### src/rtl/branch_condition_pipe_pkg.sv
// Shared condition-code definitions for the branch-condition pipeline and
// the compare-flag logic that the ALU flag path will also use.
package branch_condition_pipe_pkg;

  // Jump masks, ordered {lt, eq, gt}
  localparam logic [2:0] COND_NEVER      = 3'b000;
  localparam logic [2:0] COND_ALWAYS     = 3'b111;
  localparam logic [2:0] COND_JLT        = 3'b100;
  localparam logic [2:0] COND_JEQ        = 3'b010;
  localparam logic [2:0] COND_JGT        = 3'b001;

  // Saved flags after reset read as "equal"
  localparam logic [2:0] SAVED_FLAGS_RST = 3'b010;

  typedef struct packed {
    logic lt;
    logic eq;
    logic gt;
  } cond_flags_t;

  // A jump is taken when any selected relation holds; the all-ones mask is
  // an unconditional jump regardless of the flag contents.
  function automatic logic cond_taken(input cond_flags_t f, input logic [2:0] mask);
    logic hit_lt;
    logic hit_eq;
    logic hit_gt;
    hit_lt = f.lt & ((mask & COND_JLT) != COND_NEVER);
    hit_eq = f.eq & ((mask & COND_JEQ) != COND_NEVER);
    hit_gt = f.gt & ((mask & COND_JGT) != COND_NEVER);
    return hit_lt | hit_eq | hit_gt | (mask == COND_ALWAYS);
  endfunction

endpackage

### src/rtl/branch_condition_pipe_cmp_flags.sv
// Combinational comparator producing one-hot lt/eq/gt flags from a single
// BUS_WIDTH+1-bit subtraction, in signed or unsigned mode.
module cmp_flags #(
  parameter int BUS_WIDTH = 8
) (
  input  logic [BUS_WIDTH-1:0] i_A,
  input  logic [BUS_WIDTH-1:0] i_B,
  input  logic                 i_unsigned,
  output logic                 o_lt,
  output logic                 o_eq,
  output logic                 o_gt
);

  logic [BUS_WIDTH:0] diff;
  logic               sign_n;
  logic               ovf_v;

  // One subtractor serves every flag: borrow for unsigned, N^V for signed,
  // and a zero low word for equality (A-B mod 2^W is zero only when A==B).
  always_comb begin
    diff   = {1'b0, i_A} - {1'b0, i_B};
    sign_n = diff[BUS_WIDTH-1];
    ovf_v  = (i_A[BUS_WIDTH-1] != i_B[BUS_WIDTH-1]) &&
             (diff[BUS_WIDTH-1] != i_A[BUS_WIDTH-1]);
    o_eq   = (diff[BUS_WIDTH-1:0] == '0);
    o_lt   = i_unsigned ? diff[BUS_WIDTH] : (sign_n ^ ovf_v);
    o_gt   = ~(o_lt | o_eq);
  end

endmodule

### src/rtl/branch_condition_pipe.sv
// Two-stage branch-condition unit: S1 captures flags and jump mask, S2
// resolves taken/not-taken and drives the registered outputs. Valid/ready
// on both sides lets the unit stall behind fetch/PC-update logic.
module branch_condition_pipe
  import branch_condition_pipe_pkg::*;
#(
  parameter int BUS_WIDTH = 8
) (
  input  logic                 i_clk,
  input  logic                 i_rst,
  input  logic                 i_valid,
  output logic                 o_ready,
  input  logic [BUS_WIDTH-1:0] i_A,
  input  logic [BUS_WIDTH-1:0] i_B,
  input  logic                 i_unsigned,
  input  logic                 i_use_saved,
  input  logic                 i_lt,
  input  logic                 i_eq,
  input  logic                 i_gt,
  output logic                 o_valid,
  input  logic                 i_ready,
  output logic                 o_taken,
  output logic                 o_lt,
  output logic                 o_eq,
  output logic                 o_gt
);

  cond_flags_t cmp_result;
  cond_flags_t req_flags;
  cond_flags_t saved_flags_reg;
  cond_flags_t s1_flags_reg;
  cond_flags_t s2_flags_reg;
  logic [2:0]  s1_mask_reg;
  logic        s1_valid_reg;
  logic        s2_valid_reg;
  logic        s2_taken_reg;
  logic        s2_advance;
  logic        accept;

  cmp_flags #(
    .BUS_WIDTH (BUS_WIDTH)
  ) u_cmp_flags (
    .i_A        (i_A),
    .i_B        (i_B),
    .i_unsigned (i_unsigned),
    .o_lt       (cmp_result.lt),
    .o_eq       (cmp_result.eq),
    .o_gt       (cmp_result.gt)
  );

  // S2 frees up when empty or being consumed; S1 can then always refill,
  // so o_ready sees i_ready combinationally to keep full throughput.
  assign s2_advance = ~s2_valid_reg | i_ready;
  assign o_ready    = ~s1_valid_reg | s2_advance;
  assign accept     = i_valid & o_ready;
  assign req_flags  = i_use_saved ? saved_flags_reg : cmp_result;

  // Saved flags track the most recent accepted real compare
  always_ff @(posedge i_clk or posedge i_rst) begin
    if (i_rst) begin
      saved_flags_reg <= cond_flags_t'(SAVED_FLAGS_RST);
    end else if (accept && !i_use_saved) begin
      saved_flags_reg <= cmp_result;
    end
  end

  // S1: capture a new request, or empty out once its entry moves to S2
  always_ff @(posedge i_clk or posedge i_rst) begin
    if (i_rst) begin
      s1_valid_reg <= 1'b0;
      s1_flags_reg <= '0;
      s1_mask_reg  <= COND_NEVER;
    end else if (accept) begin
      s1_valid_reg <= 1'b1;
      s1_flags_reg <= req_flags;
      s1_mask_reg  <= {i_lt, i_eq, i_gt};
    end else if (s2_advance) begin
      s1_valid_reg <= 1'b0;
    end
  end

  // S2: resolve the jump and hold the result until downstream takes it
  always_ff @(posedge i_clk or posedge i_rst) begin
    if (i_rst) begin
      s2_valid_reg <= 1'b0;
      s2_taken_reg <= 1'b0;
      s2_flags_reg <= '0;
    end else if (s2_advance) begin
      s2_valid_reg <= s1_valid_reg;
      if (s1_valid_reg) begin
        s2_taken_reg <= cond_taken(s1_flags_reg, s1_mask_reg);
        s2_flags_reg <= s1_flags_reg;
      end
    end
  end

  assign o_valid = s2_valid_reg;
  assign o_taken = s2_taken_reg;
  assign o_lt    = s2_flags_reg.lt;
  assign o_eq    = s2_flags_reg.eq;
  assign o_gt    = s2_flags_reg.gt;

endmodule

### config.mk
export PLATFORM = sky130hd
export DESIGN_NAME = branch_condition_pipe
export DESIGN_NICKNAME = d
export VERILOG_FILES = /design/src/rtl/branch_condition_pipe_pkg.sv /design/src/rtl/branch_condition_pipe_cmp_flags.sv /design/src/rtl/branch_condition_pipe.sv
export SDC_FILE = /design/constraint.sdc
export NUM_CORES = 1
export LEC_CHECK = 0
export CAP_MARGIN = 25
export CORE_MARGIN = 2
export CORE_UTILIZATION = 35
export CTS_BUF_LIST = sky130_fd_sc_hd__clkbuf_4 sky130_fd_sc_hd__clkbuf_8
export CTS_CLUSTER_DIAMETER = 40
export DETAILED_ROUTE_END_ITERATION = 8
export HOLD_SLACK_MARGIN = 0.15
export PLACE_DENSITY = 0.7
export SETUP_SLACK_MARGIN = 0.05
export SLEW_MARGIN = 20
export SYNTH_ARGS = -nofsm -noshare
export SYNTH_HDL_FRONTEND = slang
export SYNTH_SLANG_ARGS = --single-unit
### constraint.sdc
create_clock -name i_clk -period 4.1 [get_ports i_clk]
set_clock_uncertainty 0.15 [all_clocks]
set_input_delay 0.41 -clock i_clk [delete_from_list [all_inputs] [get_ports i_clk]]
set_output_delay 0.41 -clock i_clk [all_outputs]
set_load 0.03 [all_outputs]
==> impl_metrics.py <==
metrics = {
    "power": {
        "combPwrFrac_pct": 37.6,
        "switchingPower_w": 0.000140,
        "clkPwrFrac_pct": 19.5,
        "power_w": 0.000447,
        "swShare_pct": 31.3,
        "p_int_w": 0.000307,
        "p_leak_nw": 0.627,
        "pwr-share-seq_pct": 42.9,
        "powerDensity_mw_per_mm2": 330,
        "peakVddDrop_mv": 0.233,
    },
    "timing": {
        "max-slew-margin-rel_pct": 62.1,
        "tightest_slew_ns": 0.568,
        "fin_crit_ns": 2.92,
        "max_freq_mhz": 342,
        "final_hold_viol_count": 0,
        "rsz0062_at_grt": "false",
        "tns_ns": 0,
        "worst_hold_slack_ns": 0.333,
        "setup_viol": 0,
        "drv_slew": 0,
        "fin_crit_sh_pct": 71.3,
    },
    "drt": {
        "viasPerCell": 5.10,
        "num_vias": 832,
        "drtIter0Drc": 13,
        "wl_per_cell_um": 11.7,
        "drt_first_pass_iters": 6,
        "wl_mm": 1.91,
        "drcViolationCount": 0,
        "ant_nets": 0,
    },
    "global_route": {
        "antenna_found_initial": 0,
        "grt_pass1_wl_mm": 3.25,
        "grt_pass1_vias": 836,
        "grt_max_degree": 16,
        "overflow": 0,
        "grt_usage_pct": 12.5,
    },
    "clock_network": {
        "cts_setup_buffers": 0,
        "root_buffer": "clkbuf_4",
        "numCtsBuffers": 3,
        "clock_latency_ns": 0.27,
        "clkSlewWorstSetupHoldPaths_ns": 0.09,
        "postCtsHoldBufs": 0,
        "htreeDepth": 1,
        "cts_buffer_depth": 2,
        "cts.sinks": 15,
        "cts_tree": "built",
        "ctsResizeCount": 0,
    },
    "layout": {
        "antenna_cells": 0,
        "areaGrowthSynthToFinish_pct": 36.8,
        "nets": 167,
        "drive_gt1_share_pct": 16.7,
        "design_area_mm2": 0.00135,
        "fill_cells": 267,
    },
    "critical_path": {
        "crit_fanout": 5,
        "crit_path_start_kind": "primary input",
        "required_ns": 4.12,
        "end_kind": "flop",
        "worst-path-buf-inv": 2,
        "crit_type": "in2reg",
        "slowest_delay_ns": 0.45,
        "worstPathCellList": "clkdlybuf4s50_1, inv_1, ha_1, a21o_1, o21bai_1, a41oi_1, fa_1, mux2i_1, a31o_1, a31oi_1, mux2_2, mux2_2",
        "worstPathArrival_ns": 2.94,
        "crit_top_cell": "mux2_2",
        "critical_path.top_delay_family": "adder cells",
        "rrSetupSlack_ns": 2.56,
        "cpMaxStageDelayCell": "clkdlybuf4s50_1",
    },
    "place": {
        "io_buffer_count": 30,
        "place_congestion": 0.745,
        "dp_hpwl_mm": 1.63,
        "place_area_mm2": 0.00132,
    },
    "yosys": {
        "syn_inst": 99,
        "synthXorXnorAreaFrac_pct": 0,
        "synth-compound-area-share_pct": 14.7,
        "async_flop_share_pct": 100,
        "synth_edf_count": 0,
        "synth_seq_cells": 15,
        "synth_top_family_by_area": "simple AND/OR/NAND/NOR gates",
        "synthFlopType": "dfrtp_1",
        "synth.distinct_cells": 31,
        "synthAdderAreaFrac_pct": 12.1,
        "muxShareOfSynthArea_pct": 13.4,
        "syn_avg_cell_area_um2": 10.0,
        "synthSimpleGateAreaFrac_pct": 17.1,
        "yosysWarnings": 0,
        "synth_fp_nets": 133,
        "synthesis.area_um2": 990,
        "synth_seq_area_share_pct": 38.1,
    },
    "die": {
        "core_mm2": 0.00271,
        "die_height_um": 57.2,
        "die_w_um": 57.2,
        "io_pins": 31,
        "initial_core_util_pct": 36.5,
        "num_rows": 19,
        "die_area_mm2": 0.00327,
    },
    "flow_run": {
        "max_cap_violations": 0,
    },
    "hold_path": {
        "hp-class": "in2async",
    },
    "outcome": {
        "status": "finished clean",
    },
}
worst register-to-register path, delay by kind of cell, from the launching register on:
family,cells,cell delay [ns]
simple gates,3,0.57
flops,1,0.42
mux,1,0.29
worst paths after layout:
path                                                start                             end  cells past startpoint
min reg2reg                saved_flags_reg[1]$_DFFE_PP1P_  saved_flags_reg[1]$_DFFE_PP1P_                      2
min in group i_clk         saved_flags_reg[1]$_DFFE_PP1P_  saved_flags_reg[1]$_DFFE_PP1P_                      2
max                                                i_B[3]     s1_flags_reg[2]$_DFFE_PP0P_                     12
max reg2reg                           o_valid$_DFFE_PP0P_  saved_flags_reg[2]$_DFFE_PP0P_                      4
min                                                 i_rst     s1_flags_reg[0]$_DFFE_PP0P_                      2
max in group asynchronous                           i_rst  saved_flags_reg[1]$_DFFE_PP1P_                      2
cells in the final DEF (no fill, tap or decap), types with 2 or more instances in the layout:
cell,synthesis,routed
inv_1,11,11
clkdlybuf4s50_1,0,30
a21o_1,2,2
a21oi_1,3,3
a31o_1,3,3
nand3_1,3,3
nand2_1,10,10
mux2_2,10,10
clkbuf_4,0,4
mux2i_1,2,2
o21ai_0,4,4
o21ai_2,2,2
nor2_1,6,6
ha_1,8,8
nand2b_1,3,3
nor3_1,2,2
dfrtp_1,14,14
kinds of logic after synthesis:
group	count (synthesis)
AND/OR/NAND/NOR	31
AO/OA/AOI/OAI	20
flip-flops	15
buffers and inverters	12
multiplexers	12
adder cells (fa/ha/maj)	9
metrics by stage:
stage	instances	util (%)	worst slack, ns
4_1_cts	163	50.0	1.18
3_5_place_dp	159	48.8	0.892
5_1_grt	163	50.0	1.06
2_1_floorplan	99	-	1.54
3_3_place_gp	159	48.8	0.995
6_report	163	50.0	1.18
power groups by stage:
stage | registers [W] | clock network [W] | logic (W)
2_1_floorplan | 0.000214 | 0 | 0.0000818
3_3_place_gp | 0.000193 | 0 | 0.000165
3_5_place_dp | 0.000195 | 0 | 0.000169
4_1_cts | 0.000192 | 0.0000911 | 0.000170
5_1_grt | 0.000196 | 0.0000961 | 0.000183
6_report | 0.000192 | 0.0000873 | 0.000168
synth_stat cells (2+ instances only):
cell type | n | area share [%]
nor3_1 | 2 | 1.0
mux2i_1 | 2 | 2.0
a21o_1 | 2 | 1.5
a31o_1 | 3 | 2.7
nor2_1 | 6 | 2.3
o21ai_2 | 2 | 1.8
inv_1 | 11 | 4.2
nand2_1 | 10 | 3.8
o21ai_0 | 4 | 2.0
mux2_2 | 10 | 11
nand2b_1 | 3 | 1.9
nand3_1 | 3 | 1.5
dfrtp_1 | 14 | 35
a21oi_1 | 3 | 1.5
ha_1 | 8 | 10
cell type report:
class | instances | area, µm² | share of cell area, %
clock buffer | 4 | 30.0 | 2.22
sequential | 15 | 377 | 27.8
multi-input combinational | 72 | 567 | 41.9
inverter | 11 | 41.3 | 3.05
timing repair buffer | 30 | 300 | 22.2
tap | 31 | 38.8 | 2.87
per-layer routing:
| metal | global-route usage (%) | vias up | wire (µm) | share of wire (%) |
|---|---|---|---|---|
| li1 | - | 414 | - | - |
| met1 | 13.7 | 388 | 776 | 41 |
| met2 | 24.0 | 28 | 999 | 52 |
| met3 | 1.59 | 2 | 126 | 6.6 |
| met4 | 4.98 | 0 | 8 | 0.42 |
| met5 | 0 | - | 0 | 0 |
No activity file was read; power rests on OpenSTA's default activity.
